--- src/rtl/fir_coeff_ctrl.sv ---
// Double-buffered FIR coefficient bank with swap sequencing and sample gating.
// Optional delay-line flush after each swap is enabled by defining FIR_CTRL_FLUSH_EN.
module fir_coeff_ctrl #(
    parameter int INPUT_WORD_SIZE = 16,
    parameter int COEFF_WORD_SIZE = 16,
    parameter int N_COEFFS        = 5,
    localparam int AW             = $clog2(N_COEFFS)
) (
    input  logic                                clk,
    input  logic                                arst_n,
    input  logic                                cfg_wr_en,
    input  logic [AW-1:0]                       cfg_wr_addr,
    input  logic [COEFF_WORD_SIZE-1:0]          cfg_wr_data,
    input  logic                                cfg_commit,
    output logic                                cfg_busy,
    output logic                                cfg_err,
    output logic [7:0]                          swap_count,
    input  logic [INPUT_WORD_SIZE-1:0]          s_data,
    input  logic                                s_valid,
    output logic                                s_ready,
    output logic [N_COEFFS*COEFF_WORD_SIZE-1:0] fir_coeff,
    output logic [INPUT_WORD_SIZE-1:0]          fir_data_in,
    output logic                                fir_valid_in,
    output logic                                flush_active
);

`ifdef FIR_CTRL_FLUSH_EN
    typedef enum logic [1:0] {ST_IDLE, ST_SWAP, ST_FLUSH} state_t;
`else
    typedef enum logic [1:0] {ST_IDLE, ST_SWAP} state_t;
`endif

    localparam logic [AW:0] N_LIM = (AW+1)'(N_COEFFS);

    state_t                     state_q;
    logic [COEFF_WORD_SIZE-1:0] shadow_q [N_COEFFS];
    logic [COEFF_WORD_SIZE-1:0] active_q [N_COEFFS];
    logic [7:0]                 swap_count_q;
    logic                       cfg_err_q;
    logic                       cfg_err_d;
    logic                       idle;
    logic                       wr_ok;
`ifdef FIR_CTRL_FLUSH_EN
    logic [AW-1:0]              flush_cnt_q;
`endif

    assign idle      = (state_q == ST_IDLE);
    assign wr_ok     = idle && cfg_wr_en && ({1'b0, cfg_wr_addr} < N_LIM);
    assign cfg_err_d = (cfg_wr_en && !wr_ok) || (cfg_commit && !idle);

    always_ff @(posedge clk or negedge arst_n) begin
        if (!arst_n) begin
            state_q      <= ST_IDLE;
            swap_count_q <= '0;
            cfg_err_q    <= 1'b0;
            // NOTE: both banks are reset because the filter must see a defined
            // (unity impulse) response straight out of reset.
            for (int i = 0; i < N_COEFFS; i++) begin
                shadow_q[i] <= '0;
                active_q[i] <= (i == 0) ? COEFF_WORD_SIZE'(1) : '0;
            end
`ifdef FIR_CTRL_FLUSH_EN
            flush_cnt_q  <= '0;
`endif
        end else begin
            cfg_err_q <= cfg_err_d;
            if (wr_ok) shadow_q[cfg_wr_addr] <= cfg_wr_data;

            case (state_q)
                ST_IDLE: if (cfg_commit) state_q <= ST_SWAP;
                ST_SWAP: begin
                    for (int i = 0; i < N_COEFFS; i++) active_q[i] <= shadow_q[i];
                    swap_count_q <= swap_count_q + 8'd1;
`ifdef FIR_CTRL_FLUSH_EN
                    state_q      <= ST_FLUSH;
                    flush_cnt_q  <= AW'(N_COEFFS - 1);
`else
                    state_q      <= ST_IDLE;
`endif
                end
`ifdef FIR_CTRL_FLUSH_EN
                // One zero sample per stale delay-line tap.
                ST_FLUSH: begin
                    if (flush_cnt_q == AW'(1)) begin
                        state_q     <= ST_IDLE;
                        flush_cnt_q <= '0;
                    end else begin
                        flush_cnt_q <= flush_cnt_q - 1'b1;
                    end
                end
`endif
                default: state_q <= ST_IDLE;
            endcase
        end
    end

    for (genvar g = 0; g < N_COEFFS; g++) begin : g_coeff
        assign fir_coeff[g*COEFF_WORD_SIZE +: COEFF_WORD_SIZE] = active_q[g];
    end

    assign cfg_busy   = !idle;
    assign cfg_err    = cfg_err_q;
    assign swap_count = swap_count_q;
    assign s_ready    = idle;

`ifdef FIR_CTRL_FLUSH_EN
    assign flush_active = (state_q == ST_FLUSH);
`else
    assign flush_active = 1'b0;
`endif

    // Only IDLE forwards upstream samples; a flush injects zeros with valid high.
    assign fir_data_in  = idle ? s_data : '0;
    assign fir_valid_in = idle ? s_valid : flush_active;

endmodule

--- config.mk ---
export PLATFORM = sky130hd
export DESIGN_NAME = fir_coeff_ctrl
export DESIGN_NICKNAME = d
export VERILOG_FILES = /design/src/rtl/fir_coeff_ctrl.sv
export SDC_FILE = /design/constraint.sdc
export NUM_CORES = 1
export LEC_CHECK = 0
export CORE_ASPECT_RATIO = 0.8
export CORE_UTILIZATION = 45
export CTS_CLUSTER_DIAMETER = 60
export CTS_CLUSTER_SIZE = 10
export DETAILED_ROUTE_END_ITERATION = 8
export MAX_ROUTING_LAYER = met4
export PLACE_DENSITY = 0.77
export SLEW_MARGIN = 5
export SYNTH_ARGS = -nofsm -noshare
export SYNTH_HDL_FRONTEND = slang
export SYNTH_SLANG_ARGS = --single-unit
--- constraint.sdc ---
create_clock -name clk -period 1.7 [get_ports clk]
set_input_delay 0.255 -clock clk [delete_from_list [all_inputs] [get_ports clk]]
set_output_delay 0.255 -clock clk [all_outputs]
set_load 0.02 [all_outputs]
==> flow_summary.yaml <==
die:
  dieArea_um2: 14980
  core_region_area_um2: 13840
  die_x_um: 136.6
  ios: 149
  dieHeight_um: 109.7
  rows: 38
  start_util_pct: 47.14
synth:
  synthTopCellsByArea: "dfrtp_1 65%, mux2_2 28%, nor2b_1 1.7%"
  yosys_warnings: 0
  synth_area_um2: 6523
  ys.flop_type: "dfrtp_1"
  synth_compound_area_share_pct: 0.1535
  synth-adder-area-share_pct: 0.1918
  synth_top_family_by_area: "multiplexers"
  synth_cell_type_count: 25
  async_flop_share_pct: 100.0
  syn_area_per_cell_um2: 16.39
  synthCells: 398
  ys_ff_latch: 170
  yosysMostFrequentCell: "dfrtp_1"
  muxShareOfSynthArea_pct: 27.80
  synthSimpleGateAreaFrac_pct: 3.530
  synth-edff-count: 0
  yosysTopAreaCell: "dfrtp_1"
  synth_fp_nets: 439
  yosysSeqAreaShare_pct: 65.24
  synthTopCellsByCount: "169 x dfrtp_1, 161 x mux2_2, 18 x nor2b_1"
  synth-xor-area-share_pct: 0.9400
  yosys.area.top_type_share_pct: 64.84
placed_design:
  dp_hpwl_um: 9200
  dp_cells: 723
  dpl_cell_area_um2: 8314
  place_ws_ns: -0.2474
  place_congestion: 0.8085
  port_buffers: 147
route:
  ant_nets: 0
  drc: 0
  vias: 3778
  firstDrtPassIters: 4
  drt_iter0_drc: 101
  vias_per_cell: 5.011
  wl_um: 13270
  wl_per_cell_um: 17.60
cts:
  cts_setup_buffers: 0
  cts_tree: "yes"
  cts.sinks: 170
  cts-root-buf: "clkbuf_16"
  h-tree-depth: 4
  numCtsBuffers: 17
  worstSkewPairLatency_ns: 0.42
  clockBufferDepth: 2
  clkTransAtPathRegs_ns: 0.06
finish:
  antennaDiodeCount: 0
  design_area_um2: 8892
  drive_above_1_share_pct: 40.94
  area_delta_synth_final_pct: 36.33
  fin_cells: 754
  finalNetCount: 604
sta:
  finalCriticalPeriod_ns: 1.672
  finalClockSkew_ns: 0.01003
  rsz0062_at_grt: "yes"
  hold_viol: 0
  fmax_mhz: 598.0
  slew_headroom_pct: 59.25
  tns_ns: 0
  worst_pin_slew_ns: 0.6113
  period_share_pct: 98.37
  drv_slew: 0
  setup_ws_ns: 0.02773
  setup_viol: 0
worst_setup_path:
  critPathMaxFanout: 26
  critical_path_class: "register to output pin"
  required_ns: 1.44
  max_stage_delay_ns: 0.51
  cp_slowest_cell: "dfrtp_4"
  critPathCaptureType: "output pin"
  crit_chain: "buf_12, nor2b_1, buf_2"
  cp-start-kind: "register"
  worstPathArrival_ns: 1.42
power_and_ir_drop:
  comb_power_share_pct: 28.8
  powerDensity_nw_per_um2: 1558
  p_int_uw: 9899
  p_sw_share_pct: 28.57
  power_frac_clock_pct: 28.3
  ir_drop_uv: 902.5
  seqPwrFrac_pct: 42.8
  power.net_switching_uw: 3959
  p_leak_uw: 0.004074
outcome:
  status: "complete, no violations"
global_routing:
  antenna_found_initial: 0
  grt_overflow: 0
  grt.total_usage_pct: 19.97
  grt_pass1_wl_um: 21380
  grt_max_degree: 47
  grt_pass1_vias: 3944
hold_path:
  hold_class: "input port to asynchronous set/reset pin"
job:
  maxCapViolCount: 0
-- timing repair --
action / CTS / global route
endpoints found under the setup margin: 26 / 44
resized for setup: 81 / 28
hold endpoints to repair: 40 / 0
hold buffers: 1 / 0
-- power groups by stage --
stage	Combinational, uW	Sequential, uW	Clock, uW
after global routing	4260	6090	4200
final	4000	5940	3920
after CTS	4060	5950	4010
after detailed placement	4120	6000	0
after global placement	4050	5940	0
after floorplan	1250	6720	0
-- state kept, by name, summed over array words and instances (netlist names) --
signal,count
cfg_err,1
fir_coeff,80
shadow_q,80
state_q,1
swap_count,8
-- cells in the final DEF (no fill, tap or decap), types with 2 or more instances in the layout --
cell type        instances
clkinvlp_4               2
nand2_1                  4
xnor2_1                  4
clkinv_2                 2
nand4_1                  3
clkdlybuf4s50_1        105
clkbuf_1                 4
nor2b_1                 15
dfrtp_1                168
buf_12                   7
clkbuf_16               17
and3b_2                  2
mux2_2                 161
dlygate4sd2_1            7
nor2b_2                  3
o21ai_0                  2
dlymetal6s2s_1          15
xor2_1                   3
nor2_1                   2
buf_4                   19
buf_2                   10
bufinv_16                4
-- critical path: cells and delay by family, from the launching register on --
family | cells | cell delay [ns]
AND/OR/NAND/NOR | 1 | 0.13
buffers and inverters | 2 | 0.36
flip-flops | 1 | 0.51
-- cell families (layout without fill, tap and decap cells) --
family          after synthesis  in the layout
compound gates                2              2
xor+xnor                      7              7
fa+ha+maj                     1              1
buf+inv                      21            197
flops                       170            170
mux                         161            161
other cells                   1              1
simple gates                 35             35
-- metal layers --
metal  global-route usage, %  share of wire [%]
met1                   25.63                 46
met2                   30.60                 48
met3                   5.118                4.9
met4                   7.619                1.5
met5                       -                  0
-- area by class of cell --
| class | count | area (um^2) |
|---|---|---|
| fill | 1001 | 4943 |
| sequential | 170 | 4259 |
| multi-input combinational | 207 | 2141 |
| timing repair buffer | 166 | 1664 |
| clock buffer | 22 | 454.2 |
| tap | 180 | 225.2 |
| clock inverter | 8 | 145.1 |
| inverter | 1 | 3.754 |
-- final timing paths --
kind	from	to	slack (ns)	cells past startpoint
max in group asynchronous	arst_n	fir_coeff[0]$_DFFE_PN1P_	0.68	3
hold reg to reg	swap_count[7]$_DFFE_PN0P_	swap_count[7]$_DFFE_PN0P_	0.46	1
min in group clk	cfg_commit	state_q[0]$_DFFE_PN0P_	0.41	2
setup / recovery	state_q[0]$_DFFE_PN0P_	fir_data_in[5]	0.03	3
setup reg to reg	state_q[0]$_DFFE_PN0P_	shadow_q[41]$_DFFE_PN0P_	0.04	4
hold / removal	arst_n	shadow_q[6]$_DFFE_PN0P_	0.32	2
-- metrics by stage --
step	utilization [%]	hold slack (ns)	total power (uW)
6_report	64.27	0.3236	13860
3_3_place_gp	60.09	0.2074	9989
2_1_floorplan	-	-0.04059	7974
5_1_grt	64.27	0.3758	14540
4_1_cts	63.79	0.3362	14030
3_5_place_dp	60.09	0.2145	10120
(Power assumes the default switching activity.)
==> edit (same settings) <==
Reset style: synchronous (`arst_n`), changed in one clocked block.
--- a/src/rtl/fir_coeff_ctrl.sv
+++ b/src/rtl/fir_coeff_ctrl.sv
@@ -50,3 +50,3 @@
 
-    always_ff @(posedge clk or negedge arst_n) begin
+    always_ff @(posedge clk) begin
         if (!arst_n) begin
Function: differs if arst_n is asserted again (counterexample within 4 cycles, from zero or initial values and one cycle with arst_n low); with arst_n held inactive, the same outputs for 4 cycles.
==> edit against the original RTL <==
- clock skew is 1.4 ps lower
- cell area is 1.5% higher
- synthesized area is 1.4% higher
- global-route usage is 0.26 points higher
- worst setup slack better by 12 ps
- wire length is 6.2% higher
- utilization is 1.2 points lower
- sequential cell count stayed put
- cell count is 4.2% higher
- critical path depth is 2 lower
- sequential share of layout area is 7.6 points higher
- critical endpoint is now fir_coeff[31]
Power is not compared: it rests on default switching activity, and its combinational part moved more than twofold at a synthesized area within 25%.
==> edit: results <==
{
  "grtUsageTotal": 0.2022,
  "worstMarginPinSlew_ps": 519.9,
  "grt_max_degree": 68,
  "ir_worst_vdd_mv": 0.7298,
  "finClkSkew_ps": 8.586,
  "vias": 3915,
  "r2r_slack_ps": 160,
  "synth_top_cells_by_count": "edfxtp_1 (160), and2_1 (84), and3_1 (80)",
  "regToRegEndpoint": "shadow_q[0][14]",
  "clk_pin_slew_ps": 60,
  "placedInstanceArea_sq_mm": 0.008516,
  "nFillCells": 1016,
  "gp_congestion": 0.7883,
  "crit_slowest_cell": "clkdlybuf4s50_1",
  "dpl_worst_slack_ps": -144.2,
  "clk_path_buf_depth": 2,
  "drt_iter0_drc": 212,
  "p_leak_nw": 3.707,
  "htreeDepth": 4,
  "synth-async-reset-ratio": 0,
  "min_path_type": "in -> reg",
  "synth_nets": 466,
  "hold_slack_ps": 376.2,
  "antenna_found_initial": 0,
  "hold_depth": 3,
  "slowest_delay_ps": 620,
  "cts-root-buf": "clkbuf_16",
  "first_pass_iters": 4,
  "yosysWarnings": 0,
  "drt-total-wl_mm": 14.09,
  "status": "finished, final reports clean",
  "critPathArrivalTime_ps": 1410,
  "min_to": "shadow_q[3][0]",
  "nets": 630,
  "grt_pass1_wl_mm": 21.65,
  "period_share": 0.9765,
  "clk_latency_ps": 420,
  "synth_area_leaders": "edfxtp_1 (73%), and2_1 (7.9%), and3_1 (7.6%), dfxtp_1 (3.0%), nor2b_1 (1.7%)",
  "hp-start": "arst_n",
  "worstRegToRegCells": 4,
  "post_cts_buffers": 0,
  "cpLargestDelayFamily": "buffers and inverters",
  "port_buffers": 147,
  "drive_gt1_frac": 0.1478,
  "cp_max_fo": 1,
  "synth_edf_count": 160,
  "dpl.hpwl_mm": 9.609,
  "synth-seq-area-share": 0.7567,
  "ys_types": 31,
  "cts_resized": 39,
  "power.total_mw": 9.562,
  "rr_startpoint": "state_q[0]"
}
==> edit: changes by cell type after synthesis, sizes merged, moves of 14 or more <==
cell | unedited run | this run
mux2 | 161 | 0
dfrtp | 169 | 0
clkbuf | 6 | 20
edfxtp | 0 | 160
and2 | 0 | 84
and3 | 1 | 80
==> edit: kinds of logic (layout without fill, tap and decap cells) <==
group,after synthesis,in the layout,synth area share
fa+ha+maj,1,1,0.001891
xor+xnor,4,4,0.005298
other cells,1,1,0.0005670
flops,170,170,0.7567
buf+inv,31,208,0.02213
compound gates,9,9,0.007944
mux,2,2,0.003027
simple gates,207,207,0.2024
==> edit: report_power, final <==
group	internal, mW	switching [mW]	leakage (nW)
registers	4.78	0.0643	1.76
clock network	2.19	1.61	0.280
logic	0.409	0.515	1.67
total	7.38	2.19	3.71
==> edit: metal layers <==
layer	share of wire	wire length (microns)	global-route usage
met1	0.46	6437	0.2831
met2	0.46	6549	0.2905
met3	0.064	898	0.05510
met4	0.015	207	0.05568
met5	0	0	-
==> edit: worst register-to-register path, cell delays in order (launching register included) <==
cell and delay, ps:
dfxtp_4 380, or2_4 290, nor4_4 240, nand2b_2 180
buf_12 150
==> edit: worst max-delay path by stage <==
stage / from / to / cells after the start
after floorplan: state_q[0] / shadow_q[4][0] / 3
after global placement: cfg_wr_addr[0] / shadow_q[4][8] / 5
after detailed placement: cfg_wr_addr[1] / shadow_q[2][12] / 5
after CTS: state_q[0] / fir_data_in[10] / 3
after global routing: state_q[0] / s_ready / 2
final: active_q[0][31] / fir_coeff[31] / 1
==> edit: metrics by stage <==
step,instances,utilization,setup TNS (ps)
finish,786,0.6310,0
global route,786,0.6310,-1.554
CTS,786,0.6360,0
detailed placement,754,0.5956,-12290
global placement,754,0.5956,-9318
floorplan,425,-,0
==> edit: cell type report <==
class	count	area [sq um]	area share
inverter	3	11.26	0.001248
clock inverter	15	161.4	0.01789
clock buffer	17	425.4	0.04715
multi-input combinational	224	1494	0.1656
sequential	170	5009	0.5551
timing repair buffer	173	1692	0.1875
tap	184	230.2	0.02552
